### src/rtl/sel_ctrl_pkg.sv
// Shared definitions for the debug display selector controller.
// Holds the source index encoding, display geometry constants, the
// internal step-request type and a helper that locates the most
// significant non-zero hex digit of a 32-bit word.
package sel_ctrl_pkg;

  localparam int SEL_W       = 3;
  localparam int NIB_W       = 4;
  localparam int NUM_DIG     = 8;
  localparam int DIG_IDX_W   = $clog2(NUM_DIG);
  localparam int NUM_SRC_DEF = 5;

  // Source indices as seen by the selector mux
  typedef enum logic [SEL_W-1:0] {
    SRC_RDATA1 = 3'd0,
    SRC_RDATA2 = 3'd1,
    SRC_RESULT = 3'd2,
    SRC_WDATA  = 3'd3,
    SRC_NEXTPC = 3'd4
  } src_e;

  // Resolved request for one cycle of source stepping
  typedef enum logic [1:0] {
    STEP_NONE = 2'd0,
    STEP_NEXT = 2'd1,
    STEP_PREV = 2'd2
  } step_e;

  // Index of the highest non-zero nibble; 0 when the whole word is zero,
  // so digit 0 always counts as significant.
  function automatic logic [DIG_IDX_W-1:0] msNibble(input logic [NUM_DIG*NIB_W-1:0] value);
    logic [DIG_IDX_W-1:0] idx;
    idx = '0;
    for (int i = 1; i < NUM_DIG; i++) begin
      if (value[i*NIB_W +: NIB_W] != '0) begin
        idx = DIG_IDX_W'(i);
      end
    end
    return idx;
  endfunction

endpackage

### src/rtl/sel_scan_ctrl_btn_debounce.sv
// btn_debounce: conditions one raw push-button.
// A 2-flop synchroniser feeds a counter that must see the synchronised
// level disagree with the accepted level for DEB_CYCLES consecutive
// cycles before the new level is accepted. A one-cycle pulse is emitted
// when the accepted level goes 0->1; releases produce nothing.
// Ports:
//   clk_i   - system clock
//   rst_i   - asynchronous reset, active-high
//   btn_i   - raw button level
//   pulse_o - one-cycle press pulse
module btn_debounce #(
  parameter int DEB_CYCLES = 1000000
) (
  input  logic clk_i,
  input  logic rst_i,
  input  logic btn_i,
  output logic pulse_o
);

  localparam int CNT_W = (DEB_CYCLES > 1) ? $clog2(DEB_CYCLES) : 1;
  localparam logic [CNT_W-1:0] CNT_LAST = CNT_W'(DEB_CYCLES - 1);

  logic [1:0]       sync_q;
  logic             stable_q, stable_d;
  logic [CNT_W-1:0] cnt_q, cnt_d;
  logic             pulse_q, pulse_d;

  // The counter only runs while the synchronised input disagrees with the
  // accepted level, so any bounce back to the old level restarts it.
  always_comb begin
    cnt_d    = '0;
    stable_d = stable_q;
    pulse_d  = 1'b0;
    if (sync_q[1] != stable_q) begin
      if (cnt_q == CNT_LAST) begin
        stable_d = sync_q[1];
        pulse_d  = sync_q[1];
      end else begin
        cnt_d = cnt_q + 1'b1;
      end
    end
  end

  always_ff @(posedge clk_i or posedge rst_i) begin
    if (rst_i) begin
      sync_q   <= '0;
      stable_q <= 1'b0;
      cnt_q    <= '0;
      pulse_q  <= 1'b0;
    end else begin
      sync_q   <= {sync_q[0], btn_i};
      stable_q <= stable_d;
      cnt_q    <= cnt_d;
      pulse_q  <= pulse_d;
    end
  end

  assign pulse_o = pulse_q;

endmodule

### src/rtl/sel_scan_ctrl.sv
// sel_scan_ctrl: debug display selector controller for the MIPS board.
// Steps the 3-bit source select from two debounced buttons or rotates it
// automatically, and scans the selected 32-bit value onto an 8-digit
// common-anode seven-segment display, one hex nibble per digit.
// Optional build macro: BLANK_LEAD_EN - blank digits above the most
// significant non-zero nibble (digit 0 always lit).
// Ports:
//   CLK      - system clock
//   RST      - asynchronous reset, active-high
//   BTN_NEXT - raw button, step source forward
//   BTN_PREV - raw button, step source back
//   AUTO_EN  - slide switch, 1 = auto-rotate
//   VDATA    - value of the currently selected source
//   SEL      - source select to the selector
//   DIG_AN   - digit enables, active-low
//   DIG_NIB  - hex nibble for the active digit
module sel_scan_ctrl
  import sel_ctrl_pkg::*;
#(
  parameter int NUM_SRC    = NUM_SRC_DEF,
  parameter int DEB_CYCLES = 1000000,
  parameter int AUTO_DIV   = 50000000,
  parameter int SCAN_DIV   = 50000
) (
  input  logic                     CLK,
  input  logic                     RST,
  input  logic                     BTN_NEXT,
  input  logic                     BTN_PREV,
  input  logic                     AUTO_EN,
  input  logic [NUM_DIG*NIB_W-1:0] VDATA,
  output logic [SEL_W-1:0]         SEL,
  output logic [NUM_DIG-1:0]       DIG_AN,
  output logic [NIB_W-1:0]         DIG_NIB
);

  localparam int AUTO_W = (AUTO_DIV > 1) ? $clog2(AUTO_DIV) : 1;
  localparam int SCAN_W = (SCAN_DIV > 1) ? $clog2(SCAN_DIV) : 1;
  localparam logic [AUTO_W-1:0] AUTO_LAST = AUTO_W'(AUTO_DIV - 1);
  localparam logic [SCAN_W-1:0] SCAN_LAST = SCAN_W'(SCAN_DIV - 1);
  localparam logic [SEL_W-1:0]  SEL_MAX   = SEL_W'(NUM_SRC - 1);

  logic                     nextPulse, prevPulse;
  step_e                    step;
  logic [1:0]               autoSync_q;
  logic                     autoTick;
  logic [AUTO_W-1:0]        autoCnt_q, autoCnt_d;
  logic [SEL_W-1:0]         sel_q, sel_d;
  logic [SCAN_W-1:0]        scanCnt_q, scanCnt_d;
  logic [DIG_IDX_W-1:0]     digIdx_q, digIdx_d;
  logic [NUM_DIG-1:0]       digAn_q, digAn_d;
  logic [NIB_W-1:0]         digNib_q, digNib_d;
  logic [NUM_DIG*NIB_W-1:0] snap_q, snap_d;
  logic [NUM_DIG*NIB_W-1:0] frameData;

  btn_debounce #(.DEB_CYCLES(DEB_CYCLES)) uNextDeb (
    .clk_i   (CLK),
    .rst_i   (RST),
    .btn_i   (BTN_NEXT),
    .pulse_o (nextPulse)
  );

  btn_debounce #(.DEB_CYCLES(DEB_CYCLES)) uPrevDeb (
    .clk_i   (CLK),
    .rst_i   (RST),
    .btn_i   (BTN_PREV),
    .pulse_o (prevPulse)
  );

  // Opposing presses landing in the same cycle cancel out.
  always_comb begin
    step = STEP_NONE;
    if (nextPulse && !prevPulse) begin
      step = STEP_NEXT;
    end else if (prevPulse && !nextPulse) begin
      step = STEP_PREV;
    end
  end

  // Any button activity restarts the auto period and takes priority over a
  // coincident auto tick, so a press never yields a double step.
  always_comb begin
    autoTick  = autoSync_q[1] && (autoCnt_q == AUTO_LAST);
    sel_d     = sel_q;
    autoCnt_d = autoCnt_q;
    if (!autoSync_q[1] || nextPulse || prevPulse || autoTick) begin
      autoCnt_d = '0;
    end else begin
      autoCnt_d = autoCnt_q + 1'b1;
    end
    if (step == STEP_PREV) begin
      sel_d = (sel_q == '0 || sel_q > SEL_MAX) ? SEL_MAX : sel_q - 1'b1;
    end else if (step == STEP_NEXT || (autoTick && !nextPulse && !prevPulse)) begin
      sel_d = (sel_q >= SEL_MAX) ? '0 : sel_q + 1'b1;
    end
  end

  // Digit scan. The snapshot is reloaded as digit 0 comes up, and digit 0
  // reads the fresh VDATA directly, so all 8 digits of a frame come from
  // one consistent value.
  always_comb begin
    scanCnt_d = (scanCnt_q == SCAN_LAST) ? '0 : scanCnt_q + 1'b1;
    digIdx_d  = digIdx_q;
    digAn_d   = digAn_q;
    digNib_d  = digNib_q;
    snap_d    = snap_q;
    frameData = snap_q;
    if (scanCnt_q == SCAN_LAST) begin
      digIdx_d = digIdx_q + 1'b1;
      if (digIdx_d == '0) begin
        snap_d    = VDATA;
        frameData = VDATA;
      end
      digNib_d = frameData[{digIdx_d, 2'b00} +: NIB_W];
      digAn_d  = ~(NUM_DIG'(1) << digIdx_d);
`ifdef BLANK_LEAD_EN
      if (digIdx_d > msNibble(frameData)) begin
        digAn_d = '1;
      end
`endif
    end
  end

  always_ff @(posedge CLK or posedge RST) begin
    if (RST) begin
      autoSync_q <= '0;
      autoCnt_q  <= '0;
      sel_q      <= SRC_RDATA1;
      scanCnt_q  <= '0;
      digIdx_q   <= '0;
      digAn_q    <= ~NUM_DIG'(1);
      digNib_q   <= '0;
      snap_q     <= '0;
    end else begin
      autoSync_q <= {autoSync_q[0], AUTO_EN};
      autoCnt_q  <= autoCnt_d;
      sel_q      <= sel_d;
      scanCnt_q  <= scanCnt_d;
      digIdx_q   <= digIdx_d;
      digAn_q    <= digAn_d;
      digNib_q   <= digNib_d;
      snap_q     <= snap_d;
    end
  end

  assign SEL     = sel_q;
  assign DIG_AN  = digAn_q;
  assign DIG_NIB = digNib_q;

endmodule

### config.mk
export PLATFORM = sky130hd
export DESIGN_NAME = sel_scan_ctrl
export DESIGN_NICKNAME = d
export VERILOG_FILES = /design/src/rtl/sel_ctrl_pkg.sv /design/src/rtl/sel_scan_ctrl_btn_debounce.sv /design/src/rtl/sel_scan_ctrl.sv
export SDC_FILE = /design/constraint.sdc
export NUM_CORES = 1
export LEC_CHECK = 0
export ABC_CLOCK_PERIOD_IN_PS = 4300
export CAP_MARGIN = 10
export CORE_ASPECT_RATIO = 1.2
export CORE_MARGIN = 2
export CORE_UTILIZATION = 53
export DETAILED_ROUTE_END_ITERATION = 7
export PLACE_DENSITY = 0.87
export SYNTH_ARGS = -nofsm -noshare
export SYNTH_HDL_FRONTEND = slang
export SYNTH_SLANG_ARGS = --single-unit
### constraint.sdc
create_clock -name CLK -period 4.3 [get_ports CLK]
set_input_delay 0.43 -clock CLK [delete_from_list [all_inputs] [get_ports CLK]]
set_output_delay 0.43 -clock CLK [all_outputs]
set_load 0.1 [all_outputs]
==> results of run 1 <==
## path summary, 6_finish.rpt
check | depth (start not counted) | slack, ns | to | startpoint
min in group asynchronous | 2 | 0.50 | uNextDeb.pulse_o$_DFF_PP0_ | RST
max in group asynchronous | 3 | 2.89 | DIG_AN[5]$_DFFE_PP1N_ | RST
max | 5 | 1.68 | DIG_NIB[0]$_DFFE_PP0N_ | digIdx_q[0]$_DFFE_PP0N_
min reg2reg | 0 | 0.36 | uNextDeb.sync_q[1]$_DFF_PP0_ | uNextDeb.sync_q[0]$_DFF_PP0_
min | 0 | 0.36 | uNextDeb.sync_q[1]$_DFF_PP0_ | uNextDeb.sync_q[0]$_DFF_PP0_
max reg2reg | 5 | 1.68 | DIG_NIB[0]$_DFFE_PP0N_ | digIdx_q[0]$_DFFE_PP0N_
## power groups by stage
stage / registers, µW / logic, µW / clock network, µW
after floorplan: 1400 / 74.5 / 0
after global placement: 1400 / 124 / 0
after detailed placement: 1400 / 132 / 0
after CTS: 1380 / 132 / 1500
after global routing: 1380 / 143 / 1570
final: 1380 / 129 / 1490
## stage by stage
| stage | area [µm²] | total power, µW | utilization (%) |
|---|---|---|---|
| final | 8190 | 3000 | 62.7 |
| after global routing | 8190 | 3100 | 62.7 |
| after CTS | 8190 | 3010 | 62.7 |
| after detailed placement | 7590 | 1540 | 58.1 |
| after global placement | 7590 | 1530 | 58.1 |
| after floorplan | 7000 | 1470 | - |
## final cells by class
type	instances	share of cell area [%]
Tap cell	168	2.57
Inverter	16	0.764
Clock buffer	19	5.28
Timing Repair Buffer	53	6.57
Sequential cell	142	43.5
Multi-Input combinational cell	419	39.3
Clock inverter	13	2.03
## cells by family (layout without fill, tap and decap cells)
| kind of cell | Yosys count | count (layout) | synth area share (%) |
|---|---|---|---|
| AND/OR/NAND/NOR | 252 | 252 | 18.3 |
| multiplexers | 61 | 61 | 14.0 |
| flip-flops | 142 | 142 | 50.9 |
| XOR/XNOR | 75 | 75 | 9.38 |
| adder cells (fa/ha/maj) | 13 | 13 | 2.32 |
| buffers and inverters | 37 | 101 | 3.13 |
| AO/OA/AOI/OAI | 18 | 18 | 1.98 |
## layer usage
layer / GRT usage (%) / up-vias / part of all wire [%] / wire length [µm]
met3: 5.94 / 31 / 4.2 / 602
li1: - / 2182 / - / -
met5: 0 / - / 0 / 0
met4: 8.52 / 0 / 2.1 / 303
met1: 26.4 / 2422 / 41 / 5880
met2: 38.5 / 122 / 53 / 7710
## flip-flops by register name, summed over array words and instances (netlist names)
name	flops
uPrevDeb.cnt_q	20
DIG_AN	8
uNextDeb.stable_q	1
uPrevDeb.stable_q	1
DIG_NIB	4
uPrevDeb.sync_q	2
autoCnt_q	26
digIdx_q	3
uPrevDeb.pulse_o	1
SEL	3
snap_q	32
uNextDeb.sync_q	2
autoSync_q	2
uNextDeb.pulse_o	1
scanCnt_q	16
uNextDeb.cnt_q	20
## layout by cell type (no fill, tap or decap), types with 3 or more instances in the layout
| cell | n |
|---|---|
| mux2_4 | 30 |
| nor2_1 | 96 |
| dfstp_2 | 7 |
| mux2_2 | 4 |
| mux2i_1 | 10 |
| nand4_1 | 20 |
| dfrtp_1 | 135 |
| clkbuf_16 | 17 |
| clkdlybuf4s50_1 | 51 |
| nor4b_1 | 3 |
| o21ai_0 | 4 |
| xnor2_1 | 27 |
| nor3_1 | 12 |
| mux4_2 | 17 |
| nand2_1 | 41 |
| inv_1 | 15 |
| bufinv_16 | 3 |
| o221ai_1 | 4 |
| clkinvlp_4 | 6 |
| and4_1 | 9 |
| nor3b_1 | 3 |
| nand3_1 | 30 |
| and3_1 | 12 |
| nor4_1 | 5 |
| xor2_1 | 48 |
| ha_1 | 13 |
| and2_1 | 5 |
| a31oi_1 | 6 |
==> summary.md, run 1 <==
| Metric | Value |
|---|---|
| Status | `finished clean` |
| Pint | `around 2300 µW` |
| H-tree levels | `4` |
| DRC Markers | `0` |
| CP peak stage delay | `roughly 0.90 ns` |
| GP Congestion | `0.802` |
| DRT Pass-1 Iters | `4` |
| Die W | `109 µm` |
| Synth warnings | `0` |
| Dominant cell type by area after synthesis | `dfrtp_1` |
| GRT Total Usage | `between 20 and 25%` |
| Ranking of synthesized cells by area | `dfrtp_1 48%, mux2_4 6.4%, xor2_1 6.0%, mux4_2 5.5%, nor2_1 5.1%` |
| WL/cell | `17.5 µm` |
| Port-buffer cells | `between 50 and 60` |
| Synth async-reset ratio | `100%` |
| Synth cell count leaders | `135 x dfrtp_1, 96 x nor2_1, 48 x xor2_1` |
| Power density over the cells | `366 nW/µm²` |
| Register area share after synthesis | `50.9%` |
| Antenna violations before repair | `0` |
| # diodes | `0` |
| Total grt overflow | `0` |
| Cell leakage power | `0.00352 µW` |
| I/O Pins | `between 50 and 60` |
| Worst slack, placed | `between 1.5 and 2 ns` |
| Worst-path fanout max | `18` |
| Iter 0 DRT Violations | `between 300 and 400` |
| P&R area growth vs syn | `17.0%` |
| Sequential power share | `a little under half` |
| Worst setup EP type | `flop` |
| Clk slew on worst S/H paths | `around 0.060 ns` |
| DRT antenna net count | `0` |
| Worst clock skew | `roughly 0.0081 ns` |
| Hold_buf cts | `0` |
| Vias in the first global route | `~5000` |
| Die area | `14200 µm²` |
| # clock sinks | `roughly 140` |
| Combinational Power Share | `around 4.3%` |
| Slew margin rel. | `between 20% and 30%` |
| Clk buf depth | `2` |
| TNS Setup | `0 ns` |
| Post-layout net count | `699` |
| Detailed Route WL | `around 14000 µm` |
| Sw frac | `21.9%` |
| RSZ-0062 raised after global routing | `false` |
| Synth Cell Area | `~7000 µm²` |
| Post-synth EDFFs | `0` |
| Worst hold slack | `approximately 0.36 ns` |
| Fin. Hold Viols | `0` |
| Hold crit path type | `reg -> reg` |
| Post-synthesis area per instance | `11.7 µm²` |
| Max-slew violations | `0` |
| Worst vdd ir | `~0.00027 V` |
| Delay-heaviest family, CP | `adder cells` |
| Die Y-Extent | `around 130 µm` |
| # fillers | `between 900 and 1000` |
| Area of the multi-input gates | `3220 µm²` |
| Initial core utilization | `a little over half` |
| CP max-delay cell | `ha_1` |
| Crit path DAT | `2.92 ns` |
| Max Cap Viol | `0` |
| Buf+Inv Stages, Crit Path | `0` |
| Core area | `13100 µm²` |
| Top-area cell type share of the netlist area | `roughly 48%` |
| Count of cell types in the netlist | `45` |
| Top-count cell post-synth | `dfrtp_1` |
| Layout cells sized above 1 | `between 15 and 20%` |
| Syn nets | `about 650` |
| First-pass GRT wire length | `about 24000 µm` |
| Placed Cells | `about 800` |
| Setup CP Type | `reg -> reg` |
| Postcts setup bufs | `0` |
| Final Cycle Share | `between 60% and 70%` |
| Cts bufs inserted | `17` |
| Top_reg_cell synth | `dfrtp_1` |
| Switching Power | `657 µW` |
| Routed vias/inst | `roughly 5.7` |
| Root cell of the clock tree | `clkbuf_16` |
| Vias | `~4800` |
| CTS tree | `done` |
| Cell chain of the critical path | `ha_1 -> ha_1 -> mux4_2 -> mux2i_1 -> o221ai_1` |
| CP Launch Type | `flop` |
| Worst-Margin Slew | `~1.1 ns` |
| Worst skew pair latency | `0.42 ns` |
| Clk pwr share | `49.6%` |
| Final setup fails | `0` |
| WP data required | `4.59 ns` |
| Final std cells w/o fill | `830` |
| #FFs+latches synth | `about 140` |
| FF/Latch Area | `approximately 3600 µm²` |
| Most frequent CP cell | `ha_1` |
| Setup ws final | `1.68 ns` |
| Post-cts resize count | `0` |
| Cells after Synth | `about 600` |
| Max frequency | `381 MHz` |
| Largest net degree at the start of global routing | `slightly below 90` |
| Row count | `46` |
| Final Critical Period | `about 2.6 ns` |
| Post-DP HPWL | `around 9600 µm` |
(Power assumes the default switching activity.)
==> run 2: changes to the inputs <==
--- a/config.mk
+++ b/config.mk
@@ -5,13 +5,13 @@
 export SDC_FILE = /design/constraint.sdc
 export NUM_CORES = 1
 export LEC_CHECK = 0
-export ABC_CLOCK_PERIOD_IN_PS = 4300
+export ABC_CLOCK_PERIOD_IN_PS = 2600
 export CAP_MARGIN = 10
 export CORE_ASPECT_RATIO = 1.2
 export CORE_MARGIN = 2
-export CORE_UTILIZATION = 53
+export CORE_UTILIZATION = 59
 export DETAILED_ROUTE_END_ITERATION = 7
-export PLACE_DENSITY = 0.87
+export PLACE_DENSITY = 0.91
 export SYNTH_ARGS = -nofsm -noshare
 export SYNTH_HDL_FRONTEND = slang
 export SYNTH_SLANG_ARGS = --single-unit
==> constraint.sdc (replaced) <==
create_clock -name CLK -period 2.6 [get_ports CLK]
set_input_delay 0.26 -clock CLK [delete_from_list [all_inputs] [get_ports CLK]]
set_output_delay 0.26 -clock CLK [all_outputs]
set_load 0.1 [all_outputs]
==> summary.md, run 2 (same netlist as run 1, synthesis figures left out) <==
| Metric | Value |
|---|---|
| Final core utilization | `71.5% (+8.7 points)` |
| Row count | `43 (-6.5%)` |
| I/O Pins | `52 (unchanged)` |
| DRC Markers | `0 (unchanged)` |
| Status | `finished clean` |
| Core area | `11600 µm² (-11%)` |
| Cts bufs inserted | `17 (unchanged)` |
| Max frequency | `428 MHz (+12%)` |
| Crit path DAT | `2.62 ns (-0.30 ns)` |
| Largest register FFs | `32 (unchanged)` |
| Most frequent cells in the layout | `135 x dfrtp_1, 96 x nor2_1, 48 x xor2_1` |
| GP Congestion | `0.898 (+12%)` |
| Largest net degree at the start of global routing | `33 (-62%)` |
| # clock sinks | `142 (unchanged)` |
| CP peak stage delay | `0.67 ns (-0.23 ns)` |
| Worst vdd ir | `0.000547 V (+110%)` |
| Worst skew pair latency | `0.43 ns (about the same)` |
| H-tree levels | `4 (unchanged)` |
| Port-buffer cells | `51 (unchanged)` |
| Dpl cell area | `7650 µm² (+0.73%)` |
| First-pass GRT wire length | `25600 µm (+4.9%)` |
| CP max-delay cell | `ha_1` |
| Hold_buf cts | `0 (unchanged)` |
| Initial core utilization | `60.5% (+6.9 points)` |
| DRT Pass-1 Iters | `5 (+1)` |
| Final Cycle Share | `89.8% (+29 points)` |
| Die Y-Extent | `123 µm (-5.1%)` |
| Worst-path fanout max | `10 (-8)` |
| Root cell of the clock tree | `clkbuf_16` |
| Max Cap Viol | `0 (unchanged)` |
| WL/cell | `18.6 µm (+6.5%)` |
| P&R area growth vs syn | `18.0%` |
| Detailed Route WL | `15400 µm (+6.2%)` |
| Slew margin rel. | `49.0% (+23 points)` |
| Routed vias/inst | `5.95 (+3.8%)` |
| Antenna violations before repair | `0 (unchanged)` |
| Largest reg by FF count | `snap_q` |
| # diodes | `0 (unchanged)` |
| Cell leakage power | `0.00362 µW (+2.8%)` |
| Iter 0 DRT Violations | `304 (-4.4%)` |
| # fillers | `714 (-23%)` |
| Clk buf depth | `2 (unchanged)` |
| GRT Total Usage | `26.6% (+4.4 points)` |
| WP data required | `2.88 ns (-1.71 ns)` |
| Buf+Inv Stages, Crit Path | `2 (+2)` |
| Final setup fails | `0 (unchanged)` |
| Die W | `103 µm (-5.0%)` |
| DRT antenna net count | `0 (unchanged)` |
| CP Launch Type | `flop` |
| Total grt overflow | `0 (unchanged)` |
| Largest registers | `snap_q: 32 flops, autoCnt_q: 26 flops` |
| Hold crit path type | `in -> reg` |
| CTS tree | `done` |
| Layout cells sized above 1 | `18.5% (+3.2 points)` |
| Post-cts resize count | `0 (unchanged)` |
| Post-layout net count | `708 (+1.3%)` |
| Clk slew on worst S/H paths | `0.06 ns (about the same)` |
| Vias in the first global route | `5146 (+2.0%)` |
| Delay-heaviest family, CP | `adder cells` |
| Post-DP HPWL | `10200 µm (+6.0%)` |
| Fin. Hold Viols | `0 (unchanged)` |
| Worst setup EP type | `flop` |
| Commonest non-fill, non-tap cell in the layout | `dfrtp_1` |
| Worst clock skew | `0.0107 ns (+0.00263 ns)` |
| Max-slew violations | `0 (unchanged)` |
| Final Critical Period | `2.34 ns (-0.289 ns)` |
| Postcts setup bufs | `0 (unchanged)` |
| RSZ-0062 raised after global routing | `false` |
| Power density over the cells | `614 nW/µm² (+68%)` |
| Worst-Margin Slew | `0.763 ns (-0.349 ns)` |
| TNS Setup | `0 ns (unchanged)` |
| Vias | `4924 (+3.5%)` |
| Setup CP Type | `reg -> reg` |
| Tot Pwr | `5080 µW (+69%)` |
| Cell chain of the critical path | `inv_1 -> ha_1 -> buf_4 -> mux4_2 -> mux2i_1 -> o221ai_1` |
| Fin area | `8270 µm² (+0.89%)` |
| Die area | `12800 µm² (-9.8%)` |
## run 2: changes by cell type in the layout (fill, tap and decap cells not counted), sizes merged
cell | previous run | this run
clkdlybuf4s50 | 51 | 36
clkinv | 3 | 4
clkinvlp | 6 | 4
clkbuf | 19 | 21
bufinv | 3 | 4
buf | 2 | 26
inv | 17 | 15
## run 2: final cells by class
class                      count  area [µm²]  area share, %
sequential                   142        3560           43.1
timing repair buffer          62         606           7.33
inverter                      16        63.8          0.772
multi-input combinational    419        3220           39.0
tap                          157         196           2.38
clock inverter                11         166           2.01
clock buffer                  21         450           5.45
## run 2: path summary, 6_finish.rpt
path,startpoint,to,slack [ns],cells after the start
min reg2reg,uNextDeb.sync_q[0]$_DFF_PP0_,uNextDeb.sync_q[1]$_DFF_PP0_,0.36,0
min,BTN_PREV,uPrevDeb.sync_q[0]$_DFF_PP0_,0.26,1
min in group asynchronous,RST,snap_q[15]$_DFFE_PP0N_,0.33,2
max in group asynchronous,RST,DIG_AN[7]$_DFFE_PP1N_,1.61,3
max reg2reg,digIdx_q[0]$_DFFE_PP0N_,DIG_NIB[1]$_DFFE_PP0N_,0.26,6
max,digIdx_q[0]$_DFFE_PP0N_,DIG_NIB[1]$_DFFE_PP0N_,0.26,6
## run 2: routing by layer
metal	up-vias	GRT usage [%]	wire [µm]
met5	-	0	0
met3	53	6.44	802
met1	2482	31.3	5840
met2	181	45.6	8160
li1	2208	-	-
met4	0	12.3	598
## run 2: per-stage QoR
stage	worst slack, ns	hold WS (ns)	instances
finish	0.265	0.258	828
global placement	0.539	0.337	796
global route	0.130	0.254	828
detailed placement	0.326	0.335	796
floorplan	0.336	0.291	598
CTS	0.254	0.249	828
## run 2: where the power goes
part | internal [µW] | switching (µW) | total, µW
Combinational | 125 | 109 | 234
Clock | 1620 | 928 | 2550
Sequential | 2250 | 38.7 | 2290
==> run 3: changes to the inputs <==
--- a/config.mk
+++ b/config.mk
@@ -14,4 +14,5 @@
 export PLACE_DENSITY = 0.91
 export SYNTH_ARGS = -nofsm -noshare
 export SYNTH_HDL_FRONTEND = slang
+export SYNTH_HIERARCHICAL = 1
 export SYNTH_SLANG_ARGS = --single-unit
==> summary.md, run 3 <==
| Metric | Value |
|---|---|
| Power density over the cells | `610 nW/µm² (-0.66%)` |
| Ranking of synthesized cells by area | `dfrtp_1 48%, mux2_4 6.6%, nor2_1 4.5%, xor2_1 4.5%, xnor2_1 4.1%` |
| Worst skew pair latency | `0.43 ns (about the same)` |
| Clk pwr share | `50.8% (+0.5 points)` |
| R2R Setup Slk | `0.44 ns (+0.17 ns)` |
| WP data required | `2.90 ns (+0.02 ns)` |
| Worst Hold End | `autoSync_q[0]$_DFF_PP0_` |
| Post-DP HPWL | `10100 µm (-1.5%)` |
| Vias | `5100 (+3.6%)` |
| Final setup fails | `0 (unchanged)` |
| Postcts setup bufs | `0 (unchanged)` |
| Sw frac | `21.5% (+0.33 points)` |
| Dominant cell type by area after synthesis | `dfrtp_1` |
| Antenna violations before repair | `0 (unchanged)` |
| Vias in the first global route | `5413 (+5.2%)` |
| GP Congestion | `0.864 (-3.8%)` |
| Final core utilization | `71.7% (+0.29 points)` |
| CTS tree | `done` |
| Commonest non-fill, non-tap cell in the layout | `dfrtp_1` |
| Post-synthesis area per instance | `11.6 µm² (-1.2%)` |
| Final Cycle Share | `83.1% (-6.7 points)` |
| Max frequency | `463 MHz (+8.1%)` |
| Top_reg_cell synth | `dfrtp_1` |
| Detailed Route WL | `15600 µm (+1.5%)` |
| Synth cell count leaders | `135 x dfrtp_1, 85 x nor2_1, 36 x xor2_1` |
| Switching Power | `1090 µW (+1.8%)` |
| R2R Path End | `snap_q[3]$_DFFE_PP0N_` |
| Crit path DAT | `2.46 ns (-0.16 ns)` |
| Syn nets | `658 (+1.5%)` |
| Max Cap Viol | `0 (unchanged)` |
| Post-layout net count | `719 (+1.6%)` |
| Post-cts resize count | `0 (unchanged)` |
| CP Launch Type | `flop` |
| Cells after Synth | `609 (+1.8%)` |
| Synth Area in Simple Gates | `19.9% (+1.6 points)` |
| Fin. Hold Viols | `0 (unchanged)` |
| DRT antenna net count | `0 (unchanged)` |
| # fillers | `744 (+4.2%)` |
| Fin area | `8340 µm² (+0.88%)` |
| Synth Cell Area | `7050 µm² (+0.63%)` |
| H-tree levels | `4 (unchanged)` |
| Initial core utilization | `60.6% (+0.097 points)` |
| Final std cells w/o fill | `840 (+1.4%)` |
| Iter 0 DRT Violations | `413 (+36%)` |
| Root cell of the clock tree | `clkbuf_16` |
| TNS Setup | `0 ns (unchanged)` |
| Dpl cell area | `7710 µm² (+0.75%)` |
| GRT Total Usage | `25.4% (-1.2 points)` |
| Synth Area in Adders | `2.13% (-0.19 points)` |
| DRT Pass-1 Iters | `7 (+2)` |
| Layout cells sized above 1 | `19.2% (+0.70 points)` |
| # clock sinks | `142 (unchanged)` |
| Synth async-reset ratio | `100% (unchanged)` |
| Largest register FFs | `32 (unchanged)` |
| #FFs+latches synth | `142 (unchanged)` |
| Pint | `3990 µW (-0.20%)` |
| Worst-path fanout max | `18 (+8)` |
| Final Critical Period | `2.16 ns (-0.175 ns)` |
| Worst-Margin Slew | `0.912 ns (+0.149 ns)` |
| Die Y-Extent | `124 µm (+0.30%)` |
| First-pass GRT wire length | `25600 µm (about the same)` |
| Hold_buf cts | `0 (unchanged)` |
| Largest net degree at the start of global routing | `47 (+42%)` |
| Routed vias/inst | `6.07 (+2.1%)` |
| Cell leakage power | `0.00358 µW (-0.97%)` |
| Largest registers | `snap_q: 32 flops, autoCnt_q: 26 flops` |
| Clk slew on worst S/H paths | `0.06 ns (about the same)` |
| Largest family of logic cells by synthesized area | `simple AND/OR/NAND/NOR gates` |
| Post-Synth XOR/XNOR Area | `8.58% (-0.80 points)` |
| Port-buffer cells | `51 (unchanged)` |
| Placed Cells | `808 (+1.5%)` |
| Count of cell types in the netlist | `50 (+11%)` |
| Top-area cell type share of the netlist area | `47.9% (-0.30 points)` |
| Hold Path Stages | `1 (unchanged)` |
| DRC Markers | `0 (unchanged)` |
| Synth warnings | `6 (+6)` |
| I/O Pins | `52 (unchanged)` |
| Hold path start | `AUTO_EN` |
| Register area share after synthesis | `50.6% (-0.32 points)` |
| Worst clock skew | `0.0105 ns (-0.000277 ns)` |
| Most frequent cells in the layout | `135 x dfrtp_1, 85 x nor2_1, 36 x xor2_1, 36 x clkdlybuf4s50_1, 35 x nand2_1` |
| Row count | `43 (unchanged)` |
| RSZ-0062 raised after global routing | `false` |
| Slew margin rel. | `39.1% (-9.9 points)` |
| Clk buf depth | `2 (unchanged)` |
| Die area | `12800 µm² (+0.60%)` |
| Worst vdd ir | `0.000415 V (-24%)` |
| Area fraction in compound gates after synthesis | `4.83% (+2.8 points)` |
| Post-synth EDFFs | `0 (unchanged)` |
| Worst setup EP type | `flop` |
| Core area | `11600 µm² (+0.47%)` |
| # diodes | `0 (unchanged)` |
| Max-slew violations | `0 (unchanged)` |
| Cts bufs inserted | `17 (unchanged)` |
| Sequential power share | `44.9% (-0.2 points)` |
| R2R depth | `6 (unchanged)` |
| Top-count cell post-synth | `dfrtp_1` |
| Die W | `104 µm (+0.30%)` |
| P&R area growth vs syn | `18.3%` |
| Setup CP Type | `reg -> reg` |
| WL/cell | `18.6 µm (about the same)` |
| Mux share of post-synthesis cell area | `11.6% (-2.4 points)` |
| Reg2reg start | `scanCnt_q[0]$_DFF_PP0_` |
| Status | `finished clean` |
| Total grt overflow | `0 (unchanged)` |
| Hold crit path type | `in -> reg` |
| Largest reg by FF count | `snap_q` |
| Combinational Power Share | `4.2% (-0.4 points)` |
[run 3: changes by cell type in the layout (fill, tap and decap cells not counted), sizes merged, moves of 6 or more]
| cell | previous run | this run |
|---|---|---|
| a21oi | 0 | 16 |
| or4 | 0 | 8 |
| xor2 | 48 | 36 |
| nand2 | 44 | 35 |
| nor3 | 14 | 8 |
| nor2 | 96 | 85 |
| xnor2 | 27 | 33 |
| mux4 | 17 | 10 |
[run 3: metrics by stage]
stage / worst slack [ns] / power [µW] / hold slack (ns)
finish: 0.439 / 5090 / 0.267
global route: 0.319 / 5220 / 0.254
CTS: 0.434 / 5110 / 0.258
detailed placement: 0.463 / 2540 / 0.335
global placement: 0.558 / 2520 / 0.332
floorplan: 0.343 / 2430 / 0.275
[run 3: area by class of cell]
cell class | instances | area (µm²) | share of cell area [%]
clock inverters | 14 | 193 | 2.31
multi-input cells | 434 | 3310 | 39.8
clock buffers | 18 | 439 | 5.27
repair buffers | 62 | 581 | 6.96
inverters | 13 | 52.6 | 0.630
well taps | 157 | 196 | 2.36
flip-flops and latches | 142 | 3560 | 42.7
[run 3: how the worst max path moves through the flow]
stage	startpoint	to	slack (ns)	cells after the start
after global routing	scanCnt_q[0]$_DFF_PP0_	snap_q[3]$_DFFE_PP0N_	0.32	6
final	scanCnt_q[0]$_DFF_PP0_	snap_q[3]$_DFFE_PP0N_	0.44	6
after detailed placement	scanCnt_q[0]$_DFF_PP0_	snap_q[3]$_DFFE_PP0N_	0.46	6
after global placement	scanCnt_q[0]$_DFF_PP0_	snap_q[10]$_DFFE_PP0N_	0.56	6
after CTS	scanCnt_q[0]$_DFF_PP0_	snap_q[3]$_DFFE_PP0N_	0.43	6
after floorplan	SEL[0]$_DFFE_PP0P_	SEL[0]$_DFFE_PP0P_	0.34	5
[run 3: kinds of logic (layout without fill, tap and decap cells)]
family | after synthesis | after routing
adder cells (fa/ha/maj) | 12 | 12
AND/OR/NAND/NOR | 252 | 252
AO/OA/AOI/OAI | 48 | 48
multiplexers | 53 | 53
XOR/XNOR | 69 | 69
flip-flops | 142 | 142
buffers and inverters | 33 | 107
[run 3: critical path, cell delays in order, from the launching register on]
cell and delay [ns]:
dfrtp_1 0.38, ha_1 0.19, and3_1 0.27, and4_1 0.29, nand3_4 0.30, buf_12 0.29
mux2_4 0.31
[run 3: power by group through the flow]
stage	Clock (µW)	Sequential [µW]	Combinational [µW]
2_1_floorplan	0	2310	118
3_3_place_gp	0	2320	204
3_5_place_dp	0	2320	215
4_1_cts	2600	2280	219
5_1_grt	2690	2290	237
6_report	2590	2290	216
[run 3: metal layers]
metal / wire length, µm / global-route usage (%)
met1: 5960 / 28.1
met2: 8410 / 45.9
met3: 625 / 5.08
met4: 627 / 15.5
met5: 0 / 0
